==> src/rtl/pdu_input_cond_if.sv <==
// pdu_input_cond_if: raw board pins in, conditioned button/switch signals out
interface pdu_input_cond_if;
  logic butc, butu, butd, butl, butr;
  logic [15:0] sw;
  logic [4:0] btn_level, btn_pulse, btn_rep;
  logic [15:0] sw_stable;
  logic sw_chg;
  modport master(output butc, butu, butd, butl, butr, sw, input btn_level, btn_pulse, btn_rep, sw_stable, sw_chg);
  modport slave(input butc, butu, butd, butl, butr, sw, output btn_level, btn_pulse, btn_rep, sw_stable, sw_chg);
endinterface

==> src/rtl/pdu_input_cond.sv <==
// pdu_input_cond: sync, debounce and auto-repeat for PDU buttons and switches
module pdu_input_cond #(
  parameter int DEB_CYCLES = 1_000_000,
  parameter int REP_DELAY  = 50_000_000,
  parameter int REP_PERIOD = 10_000_000,
  parameter int CNT_W      = 26
) (
  input logic clk,
  input logic rstn,
  pdu_input_cond_if.slave io
);
  localparam logic [CNT_W-1:0] DEB_M1 = CNT_W'(DEB_CYCLES - 1);
  localparam logic [CNT_W-1:0] DLY_M1 = CNT_W'(REP_DELAY - 1);
  localparam logic [CNT_W-1:0] PER_M1 = CNT_W'(REP_PERIOD - 1);
  typedef enum logic [1:0] {IDLE, DELAY, REPEAT} state_t;
  logic [4:0] b_raw, b_s1_q, b_s2_q, lvl, pls, rep;
  logic [15:0] s_s1_q, s_s2_q, s_prev_q, s_stb_q;
  logic [CNT_W-1:0] s_cnt_q, s_cnt_d;
  logic s_chg_q, s_com;
  assign b_raw = {io.butr, io.butl, io.butd, io.butu, io.butc};
  always_ff @(posedge clk or negedge rstn)
    if (!rstn) begin
      b_s1_q <= '0;
      b_s2_q <= '0;
      s_s1_q <= '0;
      s_s2_q <= '0;
      s_prev_q <= '0;
    end else begin
      b_s1_q <= b_raw;
      b_s2_q <= b_s1_q;
      s_s1_q <= io.sw;
      s_s2_q <= s_s1_q;
      s_prev_q <= s_s2_q;
    end
  for (genvar i = 0; i < 5; i++) begin : g_btn
    state_t st_q, st_d;
    logic [CNT_W-1:0] dc_q, dc_d, rc_q, rc_d;
    logic lvl_q, pls_q, flip, rep_d;
    always_comb begin
      flip = (b_s2_q[i] != lvl_q) && (dc_q == DEB_M1);
      dc_d = (b_s2_q[i] == lvl_q || flip) ? '0 : dc_q + 1'b1;
    end
    // Release is checked before expiry so a let-go never emits a stray repeat
    always_comb begin
      st_d = st_q;
      rc_d = rc_q + 1'b1;
      rep_d = 1'b0;
      if (st_q == IDLE) begin
        rc_d = '0;
        st_d = pls_q ? DELAY : IDLE;
        rep_d = pls_q;
      end else if (!lvl_q) begin
        st_d = IDLE;
        rc_d = '0;
      end else if (rc_q == ((st_q == DELAY) ? DLY_M1 : PER_M1)) begin
        st_d = REPEAT;
        rc_d = '0;
        rep_d = 1'b1;
      end
    end
    always_ff @(posedge clk or negedge rstn)
      if (!rstn) begin
        lvl_q <= 1'b0;
        pls_q <= 1'b0;
        dc_q <= '0;
        rc_q <= '0;
        st_q <= IDLE;
      end else begin
        lvl_q <= flip ? b_s2_q[i] : lvl_q;
        pls_q <= flip & b_s2_q[i];
        dc_q <= dc_d;
        rc_q <= rc_d;
        st_q <= st_d;
      end
    assign lvl[i] = lvl_q;
    assign pls[i] = pls_q;
    assign rep[i] = rep_d;
  end
  // A fresh vector counts as the first stable cycle, matching the button latency
  always_comb begin
    s_com = (s_s2_q != s_stb_q) && (s_s2_q == s_prev_q) && (s_cnt_q == DEB_M1);
    s_cnt_d = (s_s2_q == s_stb_q || s_com) ? '0 : (s_s2_q != s_prev_q) ? CNT_W'(1) : s_cnt_q + 1'b1;
  end
  always_ff @(posedge clk or negedge rstn)
    if (!rstn) begin
      s_stb_q <= '0;
      s_chg_q <= 1'b0;
      s_cnt_q <= '0;
    end else begin
      s_stb_q <= s_com ? s_s2_q : s_stb_q;
      s_chg_q <= s_com;
      s_cnt_q <= s_cnt_d;
    end
  assign io.btn_level = lvl;
  assign io.btn_pulse = pls;
  assign io.btn_rep = rep;
  assign io.sw_stable = s_stb_q;
  assign io.sw_chg = s_chg_q;
endmodule

==> src/flat_wrapper.sv <==
// flat-port wrapper written by rule: the top's interface ports become plain ports
module pdu_input_cond_flat 
#(
  parameter int DEB_CYCLES = 1_000_000,
  parameter int REP_DELAY  = 50_000_000,
  parameter int REP_PERIOD = 10_000_000,
  parameter int CNT_W      = 26
)
  (clk, rstn, io_butc, io_butu, io_butd, io_butl, io_butr, io_sw, io_btn_level, io_btn_pulse, io_btn_rep, io_sw_stable, io_sw_chg);
  pdu_input_cond_if io_i ();
  input logic clk;
  input logic rstn;
  input wire logic [$bits(io_i.butc)-1:0] io_butc;
  input wire logic [$bits(io_i.butu)-1:0] io_butu;
  input wire logic [$bits(io_i.butd)-1:0] io_butd;
  input wire logic [$bits(io_i.butl)-1:0] io_butl;
  input wire logic [$bits(io_i.butr)-1:0] io_butr;
  input wire logic [$bits(io_i.sw)-1:0] io_sw;
  output wire logic [$bits(io_i.btn_level)-1:0] io_btn_level;
  output wire logic [$bits(io_i.btn_pulse)-1:0] io_btn_pulse;
  output wire logic [$bits(io_i.btn_rep)-1:0] io_btn_rep;
  output wire logic [$bits(io_i.sw_stable)-1:0] io_sw_stable;
  output wire logic [$bits(io_i.sw_chg)-1:0] io_sw_chg;
  assign io_i.butc = io_butc;
  assign io_i.butu = io_butu;
  assign io_i.butd = io_butd;
  assign io_i.butl = io_butl;
  assign io_i.butr = io_butr;
  assign io_i.sw = io_sw;
  assign io_btn_level = io_i.btn_level;
  assign io_btn_pulse = io_i.btn_pulse;
  assign io_btn_rep = io_i.btn_rep;
  assign io_sw_stable = io_i.sw_stable;
  assign io_sw_chg = io_i.sw_chg;
  pdu_input_cond #(.DEB_CYCLES(DEB_CYCLES), .REP_DELAY(REP_DELAY), .REP_PERIOD(REP_PERIOD), .CNT_W(CNT_W)) u_core (.clk(clk), .rstn(rstn), .io(io_i));
endmodule
==> config.mk <==
export PLATFORM = sky130hd
export DESIGN_NAME = pdu_input_cond_flat
export DESIGN_NICKNAME = d
export VERILOG_FILES = /design/src/rtl/pdu_input_cond_if.sv /design/src/rtl/pdu_input_cond.sv /design/src/flat_wrapper.sv
export SDC_FILE = /design/constraint.sdc
export NUM_CORES = 1
export LEC_CHECK = 0
export BUFFER_PORTS_ARGS = -buffer_cell sky130_fd_sc_hd__buf_2
export CORE_ASPECT_RATIO = 0.75
export CORE_MARGIN = 2
export CORE_UTILIZATION = 56
export DETAILED_ROUTE_END_ITERATION = 6
export GPL_TIMING_DRIVEN = 0
export HOLD_SLACK_MARGIN = 0.02
export PLACE_DENSITY = 0.76
export SYNTH_ARGS = -nofsm -noshare
export SYNTH_HDL_FRONTEND = slang
export SYNTH_SLANG_ARGS = --single-unit
==> constraint.sdc <==
create_clock -name clk -period 2.1 [get_ports clk]
set_input_delay 0 -clock clk [delete_from_list [all_inputs] [get_ports clk]]
set_output_delay 0 -clock clk [all_outputs]
set_load 0.05 [all_outputs]
### After elaboration in Yosys (flattened, before gate mapping)

Cells that the tools add are included.

* output and inout port bits: 32
* input bits: 23
* flip-flop bits (word level): 381
* word-level logic and storage cells: 164

* bitwise operators: 5
* equality and inequality tests: 35
* add/subtract/negate cells: 11
* reduce and logical (&&, ||, !) cells: 18
* multiplexer cells: 62

Operator list (number)
* 2-to-1 mux 26 bit: 27
* adder 26 x 1 -> 26 bit, second input constant: 11
* == test 26 x 20 -> 1 bit, second input constant: 6
* == test 26 bit: 5
* == test 16 bit: 2
* inequality test 16 bit: 2
* 2-to-1 mux 2 bit: 15
* 2-to-1 mux 1 bit: 20
* inequality test 3 bit, second input constant: 5
* == test 2 x 1 -> 1 bit, second input constant: 5
* logical NOT 2 bit: 5
* logical AND 1 bit: 7
* logical OR 1 bit: 6
* AND 1 bit: 5
* == test 1 bit: 5
* inequality test 1 bit: 5

### Logic depth before layout (Yosys ltp)

* depth in word-level cells: 6
* depth in mapped cells: 8
* depth with buffers taken out: 6

### Worst setup path before layout

No wires, ideal clock.

* kind: register -> register
* start: register u_core.g_btn[4].rc_q[17]
* end: register u_core.g_btn[4].rc_q[18]
* setup slack: -0.102 ns
* stages on the path, launching flop included: 8
* setup time: 0.119 ns
* data arrival time: 2.083 ns
* data required time: 1.981 ns
* path buffers: 2
* path through: dfrtp_1 -> or4_1 -> or4b_1 -> a211oi_2 -> or2_1 -> buf_6 -> buf_8 -> nor2_1

* word-level cells in the longest chain between the ends: 4

RTL lines
* start: declaration: RTL line pdu_input_cond.sv:37 `logic [CNT_W-1:0] dc_q, dc_d, rc_q, rc_d;`
* start signal: assignment: RTL line pdu_input_cond.sv:72 `rc_q <= rc_d;`
* adder 26 x 1 -> 26 bit or == test 26 bit (tied branches): RTL line pdu_input_cond.sv:46, pdu_input_cond.sv:55
* 2-to-1 mux 26 bit *: RTL line pdu_input_cond.sv:55 `end else if (rc_q == ((st_q == DELAY) ? DLY_M1 : PER_M1)) begin`
* 2-to-1 mux 26 bit *: RTL line pdu_input_cond.sv:52 `end else if (!lvl_q) begin`
* 2-to-1 mux 26 bit *: RTL line pdu_input_cond.sv:48 `if (st_q == IDLE) begin`
* via u_core.g_btn[4].rc_d[18]: RTL line pdu_input_cond.sv:37

The timed path passes the listed nets; every way through them passes the cells marked *.
A chain may end at the register's enable or synchronous reset.

### Final worst setup path

* start: register u_core.g_btn[4].rc_q[14]
* end: output io_btn_rep[4]

* word-level cells in the longest chain between the ends: 4

RTL lines
* == test 26 bit: RTL line pdu_input_cond.sv:55
* 2-to-1 mux 1 bit: RTL line pdu_input_cond.sv:55
* 2-to-1 mux 1 bit: RTL line pdu_input_cond.sv:52
* 2-to-1 mux 1 bit: RTL line pdu_input_cond.sv:48
* end: declaration: RTL line flat_wrapper.sv:21 `output wire logic [$bits(io_i.btn_rep)-1:0] io_btn_rep;`

Every way passes these cells.

==> run metrics <==
status finished, violations left; failing checks negative setup slack; CTS H-tree lvls 2; slowest stage delay, CP just over 500 ps; final setup fails around 110; Non-Filler Cell Area, Final 21840 sq um; CTS tree yes; CP cell instances or4_1 > or4b_4 > a211oi_4 > inv_1 > o21ai_2 > buf_4 > buf_8; Worst EP arrival around 2800 ps; RSZ-0062 raised after global routing true; Synth top cells by count dfrtp_1, nor2_1, xnor2_1; final worst slack -691.9 ps; worst hold slack around 78 ps; DRC 0; Max clock buf depth 3; initial core utilization between 50% and 60%; Async SR Flop Fraction between 90% and 100%; Comb pwr share about 2.7%; Core ar. around 31000 sq um; Critical-path top delay cell or4b_4; fin util a little over two thirds; register share of total power 49.6%; Pre-Repair DR Iteration Count 5; hold crit path type in -> async; share of the synthesized area in the top cell type approximately 53%; fin nets ~2000; pre-CTS setup slack -609.6 ps; clock skew roughly 14 ps; GRT Total Usage about 23%; # port buffers 54; synth warn 0; EDFF count, synth 0; cell family with the largest share of critical-path delay simple AND/OR/NAND/NOR gates; # IOs 55; slew margin rel. 45.32%; maxcap violations 0; CP Launch Type flop; Int Power ~12 mW; Yosys top cell by area dfrtp_1; die width 210.1 um; TritonCTS Sinks about 380; first-pass GRT wire length approximately 63 mm; Final Critical Period 2792 ps; Setup Crit Path Kind reg -> out; ys flop type dfrtp_1; ranking of synthesized cells by area dfrtp_1, xnor2_1, nor2_1; wire per inst approximately 16 um; CTS clk-pin slew, worst paths approximately 60 ps; sequential cell area fraction in the yosys report a little over half; total power per unit cell area 690.4 nW/um^2; CP Data Required Time about 2100 ps; antenna violations before repair 0; Cells after Synth 1752; Max Transition Viols Final 0; Synth Net Count approximately 1800; clk_lat worst skew about 540 ps; Area growth, synth to finish 22.49%; Netlist cell types between 40 and 50; Area after DPL approximately 19000 sq um; Worst Path Buf+Inv 3; flip-flop and latch count after synthesis around 380; Clk pwr share between 40% and 50%; Vias/cell 5.626; largest net degree at the start of global routing roughly 120; n_diodes 0; top-count cell post-synth dfrtp_1; Routed Antenna Nets 0; die area 33300 sq um; peak supply drop around 0.00050 V; routed wire length between 30 and 40 mm; vias about 13000; total congestion overflow 0; DRT iter0 DRCs just over 800; # rows 56; Switch Pwr 3.268 mW; synthesized area 17830 sq um; endpoints failing hold 0; Fin Setup TNS -23000 ps; Clock Root Buffer clkbuf_16; CP endpoint kind output pin; GP Congestion 0.8305; f_max around 0.36 GHz; fin crit share 132.9%; hpwl dp roughly 23 mm; Avg Inst Size Synth approximately 10 sq um; worst-path maximum fanout 7; fraction of layout cells with a size suffix above 1 between 20% and 30%; worst-margin pin slew a little over 800 ps; vias in the first global route approximately 13000; leakage power a little under 9 nW; die height about 160 um; switching share of power 21.67%; TritonCTS Buffers 39
==> metrics by stage <==
stage	total power [mW]	instances
2_1_floorplan	7.726	1752
4_1_cts	15.23	2348
3_3_place_gp	7.932	2212
5_1_grt	15.59	2370
3_5_place_dp	7.961	2215
6_report	15.08	2370
==> sequential cells by signal, summed over array words and instances, names as in the netlist <==
signal	cells
u_core.g_btn.rc_q	130
u_core.b_s1_q	5
u_core.io.sw_chg	1
u_core.g_btn.dc_q	130
u_core.s_s2_q	16
u_core.s_cnt_q	26
u_core.s_s1_q	16
u_core.io.sw_stable	16
u_core.g_btn.st_q	10
u_core.b_s2_q	5
u_core.s_prev_q	16
u_core.g_btn.lvl_q	5
u_core.g_btn.pls_q	5
==> final timing paths <==
kind / depth (start not counted) / start / endpoint / slack [ps]
min in group clk: 2 / io_sw[3] / u_core.s_s1_q[3]$_DFF_PN0_ / 100
worst min register to register: 0 / u_core.s_s1_q[4]$_DFF_PN0_ / u_core.s_s2_q[4]$_DFF_PN0_ / 340
worst min-delay path: 2 / rstn / u_core.s_s2_q[15]$_DFF_PN0_ / 80
max in group asynchronous: 4 / rstn / u_core.g_btn[0].rc_q[22]$_DFF_PN0_ / 510
worst max-delay path: 7 / u_core.g_btn[4].rc_q[14]$_DFF_PN0_ / io_btn_rep[4] / -690
worst max register to register: 10 / u_core.g_btn[4].rc_q[14]$_DFF_PN0_ / u_core.g_btn[4].rc_q[17]$_DFF_PN0_ / -490
==> worst reg2reg max path, stage by stage, from the launching register on <==
cell and delay [ps]:
dfrtp_1 460, or4_1 500, or4b_4 510, a211oi_4 250, buf_4 160, or2_1 120
buf_6 120, buf_12 110, buf_12 100, buf_8 120, nor2_2 40
==> layout by cell type, fill, tap and decap left out, drive strengths merged, types with 8 or more instances in the layout <==
master,n
nand4,86
nor3,59
ha,11
and4,31
and3,32
nor2,334
clkinv,8
nor4,64
xnor2,189
nor4b,13
nor3b,9
or2,9
xor2,110
dlygate4sd3,22
inv,50
nand3,96
nand2,99
o21ai,18
or4,14
buf,161
mux2,20
dfrtp,381
clkbuf,75
and2,16
==> layout make-up <==
cell class | count | area (sq um)
Sequential cell | 381 | 9562
Fill cell | 2142 | 9475
Multi-Input combinational cell | 1258 | 8364
Timing Repair Buffer | 151 | 1430
Clock buffer | 50 | 1067
Tap cell | 406 | 508.0
Buffer | 57 | 485.5
Clock inverter | 21 | 255.2
Inverter | 46 | 172.7
==> layer usage <==
metal | vias to the layer above | global-route usage, % | share of wire (%)
li1 | 6360 | - | -
met1 | 6591 | 32.86 | 47
met2 | 298 | 35.71 | 47
met3 | 84 | 3.452 | 4.1
met4 | 0 | 6.484 | 2.3
met5 | - | 0 | 0
==> power groups by stage <==
| stage | Clock (mW) | Sequential (mW) | Combinational [mW] |
|---|---|---|---|
| final | 7.18 | 7.48 | 0.413 |
| after global routing | 7.63 | 7.49 | 0.470 |
| after CTS | 7.33 | 7.48 | 0.409 |
| after detailed placement | 0 | 7.62 | 0.344 |
| after global placement | 0 | 7.62 | 0.316 |
| after floorplan | 0 | 7.60 | 0.124 |
==> logic make-up (layout without fill, tap and decap cells) <==
logic type                 Yosys count  in the layout  share of synthesized area [%]
adders and majority gates           11             11                         0.7718
muxes                               20             20                          1.263
buffers and inverters              113            325                          3.171
AOI/OAI and AO/OA                   35             35                          1.235
DFF                                381            381                          53.46
xor gates and xnor gates           299            299                          14.68
and+or+nand+nor                    893            893                          25.41
==> timing repair <==
item,CTS,global route
buffers inserted,43,28
hold buffers,22,0
gates cloned,6,6
setup endpoints to repair,269,247
hold endpoints to repair,125,0
pin swaps,34,33
resized for setup,119,151
No activity file was read; power rests on OpenSTA's default activity.
